### config.mk
export PLATFORM = sky130hd
export DESIGN_NAME = line_fill_adapter
export DESIGN_NICKNAME = d
export VERILOG_FILES = /design/src/rtl/line_fill_adapter.sv
export SDC_FILE = /design/constraint.sdc
export NUM_CORES = 1
export LEC_CHECK = 0
export BUFFER_PORTS_ARGS = -buffer_cell sky130_fd_sc_hd__buf_2
export CAP_MARGIN = 20
export CORE_AREA = 2 2 275 277
export DETAILED_ROUTE_END_ITERATION = 8
export DIE_AREA = 0 0 277 279
export SLEW_MARGIN = 30
export SYNTH_ARGS = -nofsm -noshare
export SYNTH_HDL_FRONTEND = slang
export SYNTH_SLANG_ARGS = --single-unit
### constraint.sdc
create_clock -name clk -period 17.43 [get_ports clk]
set_input_delay 0.8715 -clock clk [delete_from_list [all_inputs] [get_ports clk]]
set_output_delay 0.8715 -clock clk [all_outputs]
set_load 0.02 [all_outputs]
### src/rtl/line_fill_adapter.sv
// Bridges a wide cache line port to a narrow burst memory port: fills assemble
// BURSTS incoming beats into one line, writebacks slice a latched line into beats.
module line_fill_adapter #(
   parameter int LINE_WIDTH  = 256,
   parameter int BURST_WIDTH = 64,
   parameter int BURSTS      = LINE_WIDTH / BURST_WIDTH
) (
   input  logic                   clk,
   input  logic                   rst,
   input  logic                   read_i,
   input  logic                   write_i,
   input  logic [31:0]            address_i,
   input  logic [LINE_WIDTH-1:0]  line_i,
   output logic [LINE_WIDTH-1:0]  line_o,
   output logic                   resp_o,
   output logic                   read_o,
   output logic                   write_o,
   output logic [31:0]            address_o,
   output logic [BURST_WIDTH-1:0] burst_o,
   input  logic [BURST_WIDTH-1:0] burst_i,
   input  logic                   resp_i
);

   localparam int CNT_W = (BURSTS > 1) ? $clog2(BURSTS) : 1;
   localparam logic [CNT_W-1:0] LAST_BEAT = CNT_W'(BURSTS - 1);
   // Line-offset bits of the byte address are cleared so memory sees whole lines.
   localparam logic [31:0] ALIGN_MASK = ~(32'(LINE_WIDTH / 8) - 32'd1);

   localparam logic [1:0] IDLE  = 2'd0;
   localparam logic [1:0] FILL  = 2'd1;
   localparam logic [1:0] WBACK = 2'd2;
   localparam logic [1:0] DONE  = 2'd3;

   logic [1:0]            state;
   logic [CNT_W-1:0]      beat;
   logic [31:0]           addr_q;
   logic [LINE_WIDTH-1:0] wb_line;
   logic [LINE_WIDTH-1:0] fill_line;

   always_ff @(posedge clk or posedge rst) begin
      if (rst) begin
         state     <= IDLE;
         beat      <= '0;
         addr_q    <= '0;
         wb_line   <= '0;
         fill_line <= '0;
      end else begin
         case (state)
            IDLE: begin
               if (write_i) begin
                  wb_line <= line_i;
                  addr_q  <= address_i & ALIGN_MASK;
                  beat    <= '0;
                  state   <= WBACK;
               end else if (read_i) begin
                  addr_q <= address_i & ALIGN_MASK;
                  beat   <= '0;
                  state  <= FILL;
               end
            end
            FILL: begin
               if (resp_i) begin
                  fill_line[beat*BURST_WIDTH +: BURST_WIDTH] <= burst_i;
                  // The counter stops on the last beat instead of wrapping.
                  if (beat == LAST_BEAT) state <= DONE;
                  else                   beat  <= beat + 1'b1;
               end
            end
            WBACK: begin
               if (resp_i) begin
                  if (beat == LAST_BEAT) state <= DONE;
                  else                   beat  <= beat + 1'b1;
               end
            end
            default: state <= IDLE;
         endcase
      end
   end

   // Outputs decode registered state, so reset clears them without a clock.
   assign read_o    = (state == FILL);
   assign write_o   = (state == WBACK);
   assign resp_o    = (state == DONE);
   assign address_o = addr_q;
   assign line_o    = fill_line;
   assign burst_o   = (state == WBACK) ? wb_line[beat*BURST_WIDTH +: BURST_WIDTH] : '0;

endmodule

Word level (Yosys, flattened, before mapping)
Cells that the tools add are included.
{ "totals": {"regBits": 548, "latch_bits": 0, "mem_bits_rw": 0, "rom_bits": 0, "in_bits": 357, "mem_count": 0} }
{ "op_classes": {"addsub": 2, "mul": 0, "n_div": 0, "magnitude_cmp": 0, "eq_ne": 8, "n_shift": 3, "muxes": 14, "bitwise_logic": 0, "n_reduce_logical": 9} }
{ "ops": {"columns": ["cell", "n"], "rows": [
  ["$bwmux W256", 1],
  ["$shift A64 B34 Y256 const A", 1],
  ["$shiftx A256 B9 Y64", 1],
  ["$shiftx A64 B34 Y256", 1],
  ["$mux W32", 2],
  ["$mux W64", 1],
  ["$neg A8 Y34", 1],
  ["$mux W2", 8],
  ["$pmux W2 S2", 2],
  ["$eq A2 B2 Y1 const B", 3],
  ["$reduce_and A2 Y1", 3],
  ["$ne A2 B1 Y1 const B", 2],
  ["$reduce_and A4 Y1", 1],
  ["$reduce_bool A2 Y1", 2],
  ["$ne A3 B3 Y1 const B", 1],
  ["$reduce_and A3 Y1", 1],
  ["$add A2 B1 Y2 const B", 1],
  ["$eq A2 B1 Y1 const B", 1],
  ["$logic_not A2 Y1", 1],
  ["$ne A2 B2 Y1 const B", 1],
  ["$reduce_or A2 Y1", 1]
]} }

Depth between registers and ports, before layout
{ "logic_depth": {"depth_word": 4, "ltp_mapped": 9} }

Least setup slack after synthesis
OpenSTA, ideal clock, no wires.
{ "synth_timing": {"path_type": "register to output", "start": "register beat[0]", "end": "output burst_o[10]", "arrival_ps": 1521, "path_slack_ps": 15038, "path_stages_with_launch": 5, "cell_sequence": "dfrtp_1 buf_4 buf_2 mux4_2 and2_1"} }
{ "synth_between": {"elab_chain_cells": 2} }
{ "synth_lines": {"columns": ["item", "line", "rtl"], "rows": [
  ["start: declaration", "35", "logic [CNT_W-1:0] beat;"],
  ["start signal: assignment", "66", "else beat <= beat + 1'b1;"],
  ["start signal: assignment", "72", "else beat <= beat + 1'b1;"],
  ["$shiftx A256 B9 Y64", "86", "assign burst_o = (state == WBACK) ? wb_line[beat*BURST_WIDTH +: BURST_WIDTH] : '0;"],
  ["$mux W64", "86", null],
  ["end: declaration", "19", "output logic [BURST_WIDTH-1:0] burst_o,"]
]} }
No other way between the ends.

Worst setup path in the final report
{ "layout_timing": {"start": "register beat[0]", "end": "output burst_o[57]"} }
Same word-level chain as after synthesis.

==> results.md <==
- By startpoint and endpoint, the worst setup path is classified as reg2out.
- Port buffering added about 700 buffers.
- The number of levels in the clock H-tree is 2.
- For this run the aggregate overflow at the end of global routing stands at 0.
- The number of DRC violations after detailed-routing iteration 0 is 824.
- The CTS tree is done.
- Data arrives at the worst endpoint at 3340 ps.
- The clock drives 543 sinks.
- The global-route track usage on met1 is 0.195.
- Relative to the synthesized area, the layout overhead comes to 29.3%.
- The number of buffers created by CTS is 59.
- The first TritonRoute pass finished after 5 iterations.
- In the global route stage, met2 resource usage came out at 0.284.
- After clock tree synthesis, the clock-pin slew on the worst setup and hold paths is 60 ps.
- The congestion estimate from routability-driven global placement came to 0.825.
- For this run, the total global-route usage over all layers was measured as 0.167.
- Dividing the final minimum period by the clock period gives 0.242.
- The register cell area after layout is 13,600 sq um.
- Dividing the synthesized area by the synthesized cell count gives 15.1 sq um.
- The met3 layer usage reported by global route is 0.0549.
- STA puts the critical path data required time at 16,560 ps.
- The hold-fix buffer count after cts is 0.
- The count of standard-cell rows is 100.
- The total design power is 5.03 mW.
- In this run the remaining antenna-violating nets after routing total 0.
- In this run the tightest slew margin relative to its limit is 0.359.
- The synthesized netlist occupies a cell area of between 20,000 and 25,000 sq um.
- Counting flops and latches in the post-synthesis netlist gives 543.
- STA classifies the critical path endpoint as an output pin.
- Setup repair after global routing left no endpoint under its margin.
- Across all layers, the routed design uses 15,297 vias.
- In this run the count of I/O pins placed on the die edge is 712.
- In this run, distinct cell masters in the synthesized netlist total 33.
- The largest net degree at the start of global routing is 134.
- The max-cap violation count is 0.
- The estimated wirelength of the detail-placed design is 45,800 microns.
- Static timing analysis puts the maximum clock frequency at 238 MHz.
- The total setup violations reported at the end of the flow is 0.
- In the routed design, unresolved DRC markers number 0.
- The max-slew violation count came to 0.
- Clock tree synthesis selected as its root buffer the cell sky130_fd_sc_hd__clkbuf_16.
- The die covers roughly 77,000 sq um.
- The most critical setup path has its startpoint at beat[0]$_DFFE_PP0P_.
- The worst setup path is launched from a flip-flop.
- Along the worst path, the maximum fanout reaches 38.
- The synthesized instance count is 1,462.
- For this configuration, the core starts out at a cell density of 0.297.
- The final critical path time including I/O delays and setup is around 4200 ps.
- The final clock skew is 17.6 ps.
- After clock tree synthesis, the setup repair step added 0 buffers.
- The layout has 7,102 filler cells.
- For the final routed database, the setup TNS stands at 0 ps.
- The floorplan step set the die height to 279 microns.
- The area of the multi-input gates is a little under 8000 sq um.
- After detailed routing, the average wire length per cell comes to 20.7 microns.
- The total count of hold-check failures in the final report came to 0.
- After global routing, the most crowded layer is met2.
- The clock passes through at most 3 buffers.
- The path class of the lowest-slack min-delay path is in2async.
- The launch point of the worst reg-to-reg path is beat[0]$_DFFE_PP0P_.
- The post-cts repair resize count is 0.
- The number of antenna violations at the first check in global routing is 25.
- The clock reaches the later pin of the worst-skew pair after 610 ps.
- In this run the power density over the cells is 177 nW/um^2.
- The run finished with clean final reports.
- The share of final-layout standard cells stronger than drive strength 1 is 0.544.
- The first global-routing pass estimated around 100,000 microns of wire.
- The transition at the pin with the smallest max-transition slack is 961 ps.
- The number of global-route vias before repair is ~16,000.
- The static power due to leakage is ~14 nW.
- The fraction of the yosys area taken by sequential cells is 0.617.
- After floorplanning, the core was sized to cover around 74,000 sq um.
- The wire length after detailed routing is 65,400 microns.
- VDD sags by at most 0.112 mV.
- For this run, the post-layout net count is between 2,000 and 3,000.
- The average via count per standard cell is between 4 and 5.
- The width of the die is around 280 microns.
- The number of warnings printed during yosys synthesis is 0.
==> stage by stage <==
step	instance area (sq um)	setup WS (ps)	utilization	instances	hold slack (ps)
2_1_floorplan	22100	1380	-	1466	474
3_3_place_gp	26400	13170	0.357	3042	462
3_5_place_dp	26400	13010	0.357	3042	472
4_1_cts	28400	13020	0.384	3151	431
5_1_grt	28500	12910	0.385	3162	389
6_report	28500	13220	0.385	3165	342
==> final cells by class <==
| type | count | area share |
|---|---|---|
| clock inverter | 29 | 0.0105 |
| multi-input combinational | 803 | 0.278 |
| clock buffer | 80 | 0.0599 |
| tap | 969 | 0.0426 |
| sequential | 543 | 0.477 |
| inverter | 6 | 0.00123 |
| timing repair buffer | 722 | 0.130 |
| antenna | 13 | 0.00114 |
==> state kept, by name, indices dropped and copies added, names as in the netlist <==
register,count
address_o,27
state,2
wb_line,256
line_o,256
beat,2
==> cells in the mapped netlist <==
cell type	instances	area, sq um
sky130_fd_sc_hd__nor4_2	1	12.5
sky130_fd_sc_hd__nand3_1	8	40.0
sky130_fd_sc_hd__buf_6	11	124
sky130_fd_sc_hd__ha_1	11	138
sky130_fd_sc_hd__nor2_1	2	7.51
sky130_fd_sc_hd__a22o_1	213	1870
sky130_fd_sc_hd__dfrtp_1	543	13600
sky130_fd_sc_hd__nor4b_2	1	15.0
sky130_fd_sc_hd__o21ai_1	40	200
sky130_fd_sc_hd__or3_1	1	6.26
sky130_fd_sc_hd__conb_1	1	3.75
sky130_fd_sc_hd__or4_1	1	7.51
sky130_fd_sc_hd__buf_1	4	15.0
sky130_fd_sc_hd__nand4b_1	1	8.76
sky130_fd_sc_hd__nor3_2	1	10.0
sky130_fd_sc_hd__nand2_1	90	338
sky130_fd_sc_hd__mux2_2	284	3200
sky130_fd_sc_hd__a21oi_1	2	10.0
sky130_fd_sc_hd__buf_4	11	82.6
sky130_fd_sc_hd__inv_1	6	22.5
sky130_fd_sc_hd__and3_1	1	6.26
sky130_fd_sc_hd__o21ai_0	5	25.0
sky130_fd_sc_hd__and2_1	64	400
sky130_fd_sc_hd__and4b_1	1	10.0
sky130_fd_sc_hd__nor4b_4	1	23.8
sky130_fd_sc_hd__nand2b_1	2	12.5
sky130_fd_sc_hd__a21o_1	1	7.51
sky130_fd_sc_hd__buf_2	48	240
sky130_fd_sc_hd__mux4_2	64	1440
sky130_fd_sc_hd__clkbuf_1	40	150
sky130_fd_sc_hd__nor3b_1	1	7.51
sky130_fd_sc_hd__o21ai_2	1	8.76
sky130_fd_sc_hd__mux2i_1	1	10.0
==> worst max-delay path, stage by stage (launching register included) <==
cell,delay [ps]
sky130_fd_sc_hd__dfrtp_4,890
sky130_fd_sc_hd__buf_4,750
sky130_fd_sc_hd__mux4_2,590
sky130_fd_sc_hd__and2_1,230
sky130_fd_sc_hd__buf_2,180
==> power breakdown <==
part           switching [mW]  internal (mW)
combinational           0.878          0.880
sequential              0.272           1.73
clock                   0.518          0.758
total                    1.67           3.37
==> cell families after synthesis <==
group | after synthesis | share of synthesized area
AOI/OAI and AO/OA | 262 | 0.0961
adders and majority gates | 11 | 0.00625
buffers and inverters | 120 | 0.0288
DFF | 543 | 0.617
muxes | 349 | 0.211
other | 1 | 0.000170
and+or+nand+nor | 176 | 0.0411
==> per-layer routing <==
metal | routed length (microns) | vias up
met2 | 32300 | 686
met5 | 68 | -
met4 | 2090 | 10
met3 | 5640 | 125
li1 | - | 6730
met1 | 25400 | 7746
==> path summary, 6_finish.rpt <==
check	slack (ps)	endpoint	depth (start not counted)
worst max-delay path	13220	burst_o[57]	4
worst min-delay path	340	wb_line[54]$_DFFE_PP0P_	2
worst max register to register	13990	line_o[144]$_DFFE_PP0P_	6
worst min register to register	480	line_o[215]$_DFFE_PP0P_	2
max in group asynchronous	14340	wb_line[206]$_DFFE_PP0P_	5
min in group clk	480	line_o[215]$_DFFE_PP0P_	2
==> placed cells by master (no fill, tap or decap), types with 2 or more instances in the layout <==
cell / n
sky130_fd_sc_hd__buf_6: 6
sky130_fd_sc_hd__mux4_2: 64
sky130_fd_sc_hd__dfrtp_4: 2
sky130_fd_sc_hd__nand3_1: 4
sky130_fd_sc_hd__clkbuf_1: 7
sky130_fd_sc_hd__conb_1: 5
sky130_fd_sc_hd__bufinv_16: 5
sky130_fd_sc_hd__nand3_4: 3
sky130_fd_sc_hd__mux2_2: 284
sky130_fd_sc_hd__nor4b_4: 2
sky130_fd_sc_hd__o21ai_1: 40
sky130_fd_sc_hd__clkbuf_16: 60
sky130_fd_sc_hd__buf_4: 14
sky130_fd_sc_hd__and2_1: 64
sky130_fd_sc_hd__inv_1: 5
sky130_fd_sc_hd__o21ai_0: 5
sky130_fd_sc_hd__ha_1: 10
sky130_fd_sc_hd__nand2_1: 89
sky130_fd_sc_hd__clkinv_8: 2
sky130_fd_sc_hd__clkinvlp_4: 4
sky130_fd_sc_hd__clkbuf_8: 13
sky130_fd_sc_hd__buf_2: 701
sky130_fd_sc_hd__a21oi_1: 2
sky130_fd_sc_hd__nand2b_1: 2
sky130_fd_sc_hd__a22o_1: 213
sky130_fd_sc_hd__dfrtp_1: 541
sky130_fd_sc_hd__inv_6: 2
sky130_fd_sc_hd__diode_2: 13
sky130_fd_sc_hd__clkinv_2: 17
No activity file was read; power rests on OpenSTA's default activity.
